**src/rtl/risc16ba_mem_arbiter.sv**
```systemverilog
// Three-way arbiter (data, fetch, host) sharing one byte-writable synchronous SRAM.
// Define MEM_ARB_HOST_EN to compile in the host port and its starvation counter.
module risc16ba_mem_arbiter #(
    parameter int STARVE_LIMIT = 8
) (
    input  logic        clk,
    input  logic        rst,
    input  logic        i_req,
    input  logic [15:0] i_addr,
    output logic        i_ack,
    output logic [15:0] i_rdata,
    input  logic        d_req,
    input  logic [15:0] d_addr,
    input  logic        d_we,
    input  logic [1:0]  d_be,
    input  logic [15:0] d_wdata,
    output logic        d_ack,
    output logic [15:0] d_rdata,
    input  logic        h_req,
    input  logic [15:0] h_addr,
    input  logic        h_we,
    input  logic [1:0]  h_be,
    input  logic [15:0] h_wdata,
    output logic        h_ack,
    output logic [15:0] h_rdata,
    output logic [15:0] maddr,
    output logic        moe,
    output logic        mwe0,
    output logic        mwe1,
    output logic [15:0] mwdata,
    input  logic [15:0] mrdata
);

    typedef enum logic [1:0] {IDLE, ACCESS, ACK} state_e;
    typedef enum logic [1:0] {PORT_NONE, PORT_D, PORT_I, PORT_H} port_e;

    state_e        state_q, state_d;
    port_e         gnt_q, gnt_d;
    logic [15:1]   addr_q, addr_d;
    logic          we_q, we_d;
    logic [1:0]    be_q, be_d;
    logic [15:0]   wdata_q, wdata_d;

    logic          arb_en;
    logic          d_elig, i_elig, h_elig, h_starved;
    port_e         winner;

    assign arb_en = (state_q == IDLE) || (state_q == ACK);

    // The port being acked this cycle cannot win again until the next cycle.
    assign d_elig = d_req && !(state_q == ACK && gnt_q == PORT_D);
    assign i_elig = i_req && !(state_q == ACK && gnt_q == PORT_I);

`ifdef MEM_ARB_HOST_EN
    localparam int HW = $clog2(STARVE_LIMIT + 1);
    localparam logic [HW-1:0] LIMIT = HW'(STARVE_LIMIT);

    logic [HW-1:0] h_wait_q, h_wait_d;

    assign h_elig    = h_req && !(state_q == ACK && gnt_q == PORT_H);
    assign h_starved = (h_wait_q == LIMIT);

    always_comb begin
        h_wait_d = h_wait_q;
        if (!h_req) begin
            h_wait_d = '0;
        end else if (arb_en) begin
            if (winner == PORT_H) begin
                h_wait_d = '0;
            end else if (h_elig && h_wait_q != LIMIT) begin
                h_wait_d = h_wait_q + HW'(1);
            end
        end
    end

    always_ff @(posedge clk) begin
        if (rst) begin
            h_wait_q <= '0;
        end else begin
            h_wait_q <= h_wait_d;
        end
    end

    assign h_ack   = (state_q == ACK) && (gnt_q == PORT_H);
    assign h_rdata = mrdata;

    logic unused_addr_lsb;
    assign unused_addr_lsb = ^{i_addr[0], d_addr[0], h_addr[0]};
`else
    assign h_elig    = 1'b0;
    assign h_starved = 1'b0;
    assign h_ack     = 1'b0;
    assign h_rdata   = 16'h0000;

    logic unused_host;
    assign unused_host = ^{i_addr[0], d_addr[0], h_req, h_addr, h_we, h_be, h_wdata,
                           8'(STARVE_LIMIT)};
`endif

    always_comb begin
        winner = PORT_NONE;
        if (h_elig && h_starved) begin
            winner = PORT_H;
        end else if (d_elig) begin
            winner = PORT_D;
        end else if (i_elig) begin
            winner = PORT_I;
        end else if (h_elig) begin
            winner = PORT_H;
        end
    end

    // Grant latch: requester inputs are only looked at here, then held internally.
    always_comb begin
        state_d = state_q;
        gnt_d   = gnt_q;
        addr_d  = addr_q;
        we_d    = we_q;
        be_d    = be_q;
        wdata_d = wdata_q;
        unique case (state_q)
            IDLE, ACK: begin
                state_d = IDLE;
                if (winner != PORT_NONE) begin
                    state_d = ACCESS;
                    gnt_d   = winner;
                end
                if (winner == PORT_D) begin
                    addr_d  = d_addr[15:1];
                    we_d    = d_we;
                    be_d    = d_be;
                    wdata_d = d_wdata;
                end else if (winner == PORT_I) begin
                    addr_d  = i_addr[15:1];
                    we_d    = 1'b0;
                    be_d    = 2'b11;
                    wdata_d = 16'h0000;
                end else if (winner == PORT_H) begin
                    addr_d  = h_addr[15:1];
                    we_d    = h_we;
                    be_d    = h_be;
                    wdata_d = h_wdata;
                end
            end
            ACCESS:  state_d = ACK;
            default: state_d = IDLE;
        endcase
    end

    always_ff @(posedge clk) begin
        if (rst) begin
            state_q <= IDLE;
            gnt_q   <= PORT_NONE;
            addr_q  <= '0;
            we_q    <= 1'b0;
            be_q    <= 2'b00;
            wdata_q <= 16'h0000;
        end else begin
            state_q <= state_d;
            gnt_q   <= gnt_d;
            addr_q  <= addr_d;
            we_q    <= we_d;
            be_q    <= be_d;
            wdata_q <= wdata_d;
        end
    end

    always_comb begin
        maddr  = 16'h0000;
        moe    = 1'b0;
        mwe0   = 1'b0;
        mwe1   = 1'b0;
        mwdata = 16'h0000;
        if (state_q == ACCESS) begin
            maddr  = {addr_q, 1'b0};
            moe    = !we_q;
            mwe0   = we_q & be_q[1];
            mwe1   = we_q & be_q[0];
            mwdata = wdata_q;
        end
    end

    assign d_ack   = (state_q == ACK) && (gnt_q == PORT_D);
    assign i_ack   = (state_q == ACK) && (gnt_q == PORT_I);
    assign d_rdata = mrdata;
    assign i_rdata = mrdata;

endmodule

```
**config.mk**
```make
export PLATFORM = sky130hd
export DESIGN_NAME = risc16ba_mem_arbiter
export DESIGN_NICKNAME = d
export VERILOG_FILES = /design/src/rtl/risc16ba_mem_arbiter.sv
export SDC_FILE = /design/constraint.sdc
export NUM_CORES = 1
export LEC_CHECK = 0
export CAP_MARGIN = 25
export CORE_MARGIN = 2
export CORE_UTILIZATION = 25
export CTS_BUF_LIST = sky130_fd_sc_hd__clkbuf_16
export DETAILED_ROUTE_END_ITERATION = 7
export PLACE_DENSITY = 0.66
export SKIP_CTS_REPAIR_TIMING = 1
export SLEW_MARGIN = 20
export SYNTH_ARGS = -nofsm -noshare
export SYNTH_HDL_FRONTEND = slang
export SYNTH_SLANG_ARGS = --single-unit
export TNS_END_PERCENT = 30
```
**constraint.sdc**
```tcl
create_clock -name clk -period 2.7 [get_ports clk]
set_input_delay 0.675 -clock clk [delete_from_list [all_inputs] [get_ports clk]]
set_output_delay 0.675 -clock clk [all_outputs]
set_load 0.05 [all_outputs]
```
; Word level (Yosys, flattened, before mapping)
; Index checks and enable logic that the tools add are counted.
[op_classes]
add_sub_neg = 0
multipliers = 0
div_mod_pow = 0
magnitude_cmp = 0
eq_ne = 7
shifts = 0
mux = 21
bitwise = 2
n_reduce_logical = 13
[op_table]
columns = cell, n
row1 = 16-bit two-way mux, 5
row2 = 15-bit two-way mux, 3
row3 = 2-bit two-way mux, 5
row4 = "2-bit equality test, second input constant", 4
row5 = 1-bit two-way mux, 7
row6 = "2-bit by 1-bit equality test with 1-bit output, second input constant", 3
row7 = 1-bit logical AND, 4
row8 = 2-bit case mux with 2 select lines, 1
row9 = 2-bit AND reduction, 2
row10 = 1-bit logical NOT, 3
row11 = 3-bit nonzero test, 1
row12 = 1-bit AND, 2
row13 = 2-bit logical NOT, 1
row14 = 2-bit nonzero test, 1
row15 = 2-bit OR reduction, 1
[word_totals]
ff_bits = 38
latch_bits = 0
ram_bits = 0
rom_bits = 0
elab_cells = 49
n_memories = 0

; Logic depth before layout (Yosys ltp)
[logic_depth]
word_depth = 10
depth_mapped = 7
ltp_nobuf = 4

; Worst setup path after synthesis
; No wires, ideal clock.
[synth_timing]
kind = register -> output
start = register state_q[1]
end = output i_ack
arrival_ps = 2014
required_ps = 2025
path_slack_ps = 11
stages_incl_launch_ff = 3
path_cell_list = dfxtp_1 clkbuf_2 nor4bb_1
[synth_via]
elab_chain_cells = 2
[synth_rtl]
columns = element, line
row1 = from (decl), 37  ; state_e state_q, state_d;
row2 = from (signal assigned), 159  ; state_q <= state_d;
row3 = 2-bit equality test, 184  ; assign i_ack = (state_q == ACK) && (gnt_q == PORT_I);
row4 = 1-bit logical AND, 184
row5 = to (decl), 10  ; output logic i_ack,
; No other way between the ends.

; Worst setup path in the final report
[layout_timing]
start = input i_req
end = register addr_q[5] (netlist bit)
[layout_via]
elab_chain_cells = 6
[layout_rtl]
columns = element, line
row1 = from (decl), 8  ; input logic i_req,
row2 = 1-bit logical AND *, 52  ; assign i_elig = i_req && !(state_q == ACK && gnt_q == PORT_I);
row3 = 2-bit two-way mux *, 106  ; end else if (i_elig) begin
row4 = 2-bit two-way mux *, 104  ; end else if (d_elig) begin
row5 = 2-bit by 1-bit equality test with 1-bit output (tied with other cells), 128  ; if (winner == PORT_D) begin
row6 = 3-bit nonzero test (no source line) / 15-bit two-way mux (equally long branches), n/a
row7 = 2-bit AND reduction (no source line) / 15-bit two-way mux (equally long branches), n/a
row8 = to (signal assigned), 161  ; addr_q <= addr_d;
row9 = to (decl), 39  ; logic [15:1] addr_q, addr_d;
; Mark *: on every way between the ends. The rest lies on a longest branch, timed or not.
; A chain may end at the register's enable or synchronous reset.

==> flow_summary.html <==
<table>
<tr><th>Metric</th><th>Value</th></tr>
<tr><th colspan="2">Layout</th></tr>
<tr><td>Final std cells w/o fill</td><td>430</td></tr>
<tr><td>Relative area change from synthesis to final layout</td><td>50.3%</td></tr>
<tr><td>Final core utilization</td><td>38.7%</td></tr>
<tr><td>Nets@finish</td><td>428</td></tr>
<tr><td>Antenna Cells</td><td>0</td></tr>
<tr><td>Share of cells above drive strength 1</td><td>20.8%</td></tr>
<tr><th colspan="2">Synthesis</th></tr>
<tr><td>Share of the yosys chip area belonging to registers</td><td>34.1%</td></tr>
<tr><td>Post-synthesis register bit count</td><td>38</td></tr>
<tr><td>Number of distinct library cells after synthesis</td><td>31</td></tr>
<tr><td>Count of mapped cells out of synthesis</td><td>267</td></tr>
<tr><td>Avg Synthesized Cell Area</td><td>8.36 um^2</td></tr>
<tr><td>Yosys warning count</td><td>0</td></tr>
<tr><td>Post-synthesis instance area</td><td>2230 um^2</td></tr>
<tr><th colspan="2">Routing</th></tr>
<tr><td>Met2 wire len</td><td>2.88 mm</td></tr>
<tr><td>Post-route DRC violation count</td><td>0</td></tr>
<tr><td>Via count</td><td>1967</td></tr>
<tr><td>Wire length after detailed routing</td><td>5.87 mm</td></tr>
<tr><td>Highest Signal Layer</td><td>met4</td></tr>
<tr><td>Antenna-violating nets left</td><td>0</td></tr>
<tr><td>Via density</td><td>4.57</td></tr>
<tr><td>Routed wire length on met3</td><td>397 um</td></tr>
<tr><td>1st-pass router iterations</td><td>5</td></tr>
<tr><td>Met1 WL</td><td>2.55 mm</td></tr>
<tr><td>Number of design-rule violations left by the first detailed-router iteration</td><td>55</td></tr>
<tr><td>Wire length per cell after detailed routing</td><td>13.7 um</td></tr>
<tr><th colspan="2">Die</th></tr>
<tr><td>Placeable core area</td><td>8680 um^2</td></tr>
<tr><td>Initial core utilization</td><td>25.7%</td></tr>
<tr><td>Vertical die dimension</td><td>98.5 um</td></tr>
<tr><td>Die footprint</td><td>9710 um^2</td></tr>
<tr><td>Die width</td><td>98.5 um</td></tr>
<tr><td>Row cnt</td><td>34</td></tr>
<tr><td>Num ports</td><td>193</td></tr>
<tr><th colspan="2">STA</th></tr>
<tr><td>Sum of negative setup slack</td><td>0 ns</td></tr>
<tr><td>Worst Clk Skew</td><td>0.00363 ns</td></tr>
<tr><td>Setup repair after global routing missed its margin</td><td>false</td></tr>
<tr><td>Final worst hold slack</td><td>0.472 ns</td></tr>
<tr><td>Number of endpoints failing setup at the final stage</td><td>0</td></tr>
<tr><td>Upper clock frequency limit</td><td>417 MHz</td></tr>
<tr><td>Final clock period utilization by the worst path</td><td>88.8%</td></tr>
<tr><td>Time the final worst path needs with I/O delays and setup</td><td>2.40 ns</td></tr>
<tr><td>Max-Slew Margin vs Limit</td><td>39.6%</td></tr>
<tr><td>Total count of hold-check failures in the final report</td><td>0</td></tr>
<tr><td>Number of max-slew violations in the final report</td><td>0</td></tr>
<tr><td>Transition time of the tightest slew-check pin</td><td>0.902 ns</td></tr>
<tr><th colspan="2">Setup path</th></tr>
<tr><td>Logic depth of the worst register-to-register path</td><td>5</td></tr>
<tr><td>Register-to-register path setup slack</td><td>0.74 ns</td></tr>
<tr><td>Crit path launch type</td><td>input pin</td></tr>
<tr><td>Crit path required time</td><td>2.84 ns</td></tr>
<tr><td>RR Startpoint</td><td>state_q[1]</td></tr>
<tr><td>Data arrival time at the worst-slack endpoint</td><td>2.54 ns</td></tr>
<tr><td>Crit path launch</td><td>i_req</td></tr>
<tr><td>Crit Path Max Fanout</td><td>36</td></tr>
<tr><td>Endpoint type of the worst setup path</td><td>flip-flop</td></tr>
<tr><td>Path type of the worst setup path</td><td>input pin to flip-flop</td></tr>
<tr><td>Destination of the worst register-to-register timing path</td><td>addr_q[5]</td></tr>
<tr><th colspan="2">Min path</th></tr>
<tr><td>End point of the worst hold path</td><td>addr_q[6]</td></tr>
<tr><td>Number of instances on the worst hold path</td><td>2</td></tr>
<tr><td>Type of the tightest min-delay check</td><td>flip-flop to flip-flop</td></tr>
<tr><td>Startpoint of the most critical hold path</td><td>addr_q[6]</td></tr>
<tr><th colspan="2">Pwr</th></tr>
<tr><td>Leakage component of the power</td><td>0.00134 uW</td></tr>
<tr><td>Cell Pwr Density</td><td>550 nW/um^2</td></tr>
<tr><td>Overall Power</td><td>1850 uW</td></tr>
<tr><td>Peak supply drop</td><td>240 uV</td></tr>
<tr><th colspan="2">Placement</th></tr>
<tr><td>Inst Count DP</td><td>422</td></tr>
<tr><td>Number of buffer cells added on primary ports</td><td>88</td></tr>
<tr><td>Final GP Congestion</td><td>0.785</td></tr>
<tr><td>Half-perimeter wire length after placement</td><td>4.26 mm</td></tr>
<tr><th colspan="2">GRT</th></tr>
<tr><td>Total routing usage reported by global routing</td><td>11.5%</td></tr>
<tr><td>Global-route wire length before repair</td><td>9.11 mm</td></tr>
<tr><td>Initial antenna violation count</td><td>0</td></tr>
<tr><td>Vias in the first global route</td><td>1912</td></tr>
<tr><td>Pin count of the biggest net entering global routing</td><td>37</td></tr>
<tr><td>Total congestion overflow after global routing</td><td>0</td></tr>
<tr><th colspan="2">Outcome</th></tr>
<tr><td>Outcome</td><td>finished, final reports clean</td></tr>
<tr><th colspan="2">CTS</th></tr>
<tr><td>Clk_lat worst skew</td><td>0.27 ns</td></tr>
<tr><td>H-tree levels</td><td>2</td></tr>
<tr><td>Longest Clk Path Bufs</td><td>2</td></tr>
<tr><td>Clock Sinks</td><td>38</td></tr>
<tr><td>Inserted Clock Buffers</td><td>5</td></tr>
<tr><td>CTS tree</td><td>done</td></tr>
<tr><td>Register clock-pin slew on the reported worst setup and hold paths</td><td>0.06 ns</td></tr>
<tr><td>Clock tree root driver cell</td><td>clkbuf_16</td></tr>
<tr><th colspan="2">Job</th></tr>
<tr><td>Max-Cap Viols</td><td>0</td></tr>
</table>
worst max-delay path, cell delays in order:
cell	delay, ns
clkdlybuf4s50_1	0.54
nor4bb_1	0.10
or4_2	0.72
buf_12	0.21
a31oi_1	0.20
a221oi_2	0.08
report_power, final:
group / internal, uW / switching, uW / leakage [uW] / total, uW
logic: 195 / 261 / 0.000935 / 456
clock network: 531 / 231 / 0.0000940 / 761
registers: 606 / 24.3 / 0.000314 / 631
total: 1330 / 516 / 0.00134 / 1850
routing by layer:
metal | vias to the layer above | global-route usage (%)
met1 | 910 | 14.3
met5 | - | 0
met3 | 10 | 3.33
met4 | 0 | 2.63
met2 | 81 | 19.8
li1 | 966 | -
worst max-delay path by stage:
stage | end | slack (ns) | cells after the start
after floorplan | i_ack | 0.01 | 2
after global placement | addr_q[4] | 0.03 | 6
after detailed placement | addr_q[11] | 0.02 | 6
after CTS | addr_q[4] | 0.30 | 6
after global routing | addr_q[5] | 0.20 | 6
final | addr_q[5] | 0.30 | 6
cells by family after synthesis:
group | share of synthesized area, %
flip-flops | 34.1
other | 0.168
AND/OR/NAND/NOR | 22.2
AO/OA/AOI/OAI | 21.2
buffers and inverters | 22.3
cell usage in the layout (no fill, tap or decap):
| cell type | instances |
|---|---|
| conb_1 | 18 |
| clkdlybuf4s50_1 | 52 |
| a21boi_0 | 1 |
| a21oi_1 | 2 |
| o211a_1 | 2 |
| nor3b_1 | 5 |
| nor2_1 | 31 |
| nor4_1 | 1 |
| nand2_1 | 2 |
| nand2b_1 | 3 |
| nor2b_1 | 3 |
| a31oi_1 | 9 |
| or4_2 | 1 |
| clkinv_4 | 1 |
| and3b_1 | 1 |
| bufinv_16 | 2 |
| a22oi_1 | 18 |
| dfxtp_1 | 38 |
| buf_4 | 22 |
| nor4bb_1 | 3 |
| buf_12 | 25 |
| and2_1 | 23 |
| nand3_1 | 14 |
| inv_1 | 11 |
| clkbuf_16 | 5 |
| nand3b_1 | 1 |
| o221a_2 | 2 |
| a221oi_2 | 9 |
| o21ai_0 | 7 |
| nand4bb_1 | 1 |
| o211ai_1 | 7 |
| and3_1 | 2 |
synth_stat cells, drive strengths merged:
cell | count | area, um^2
buf | 57 | 410
dfxtp | 38 | 761
nor2 | 31 | 116
and2 | 23 | 144
a22oi | 18 | 135
nand3 | 14 | 70.1
clkbuf | 12 | 46.3
inv | 11 | 41.3
a221oi | 9 | 135
a31oi | 9 | 56.3
o211ai | 7 | 52.6
o21ai | 7 | 35.0
nor3b | 5 | 37.5
nand2b | 3 | 18.8
nor2b | 3 | 18.8
nor4bb | 3 | 30.0
a21oi | 2 | 10.0
and3 | 2 | 12.5
nand2 | 2 | 7.51
o211a | 2 | 20.0
o221a | 2 | 22.5
a21boi | 1 | 7.51
and3b | 1 | 8.76
conb | 1 | 3.75
nand3b | 1 | 7.51
nand4bb | 1 | 11.3
nor4 | 1 | 6.26
or4 | 1 | 7.51
stage by stage:
step	worst slack [ns]	area, um^2
after floorplan	0.0109	2300
after global placement	0.0272	3160
after detailed placement	0.0176	3160
after CTS	0.303	3360
after global routing	0.199	3360
final	0.303	3360
state kept, by name (all words and copies together) (netlist names):
register  cells
addr_q       15
we_q          1
be_q          2
gnt_q         2
state_q       2
wdata_q      16
cell type report:
cell class / instances / area [um^2]
Clock buffer: 5 / 125
Clock inverter: 3 / 68.8
Fill cell: 878 / 5320
Inverter: 11 / 41.3
Multi-Input combinational cell: 166 / 1040
Sequential cell: 38 / 761
Tap cell: 108 / 135
Timing Repair Buffer: 99 / 1190
(Power assumes the default switching activity.)
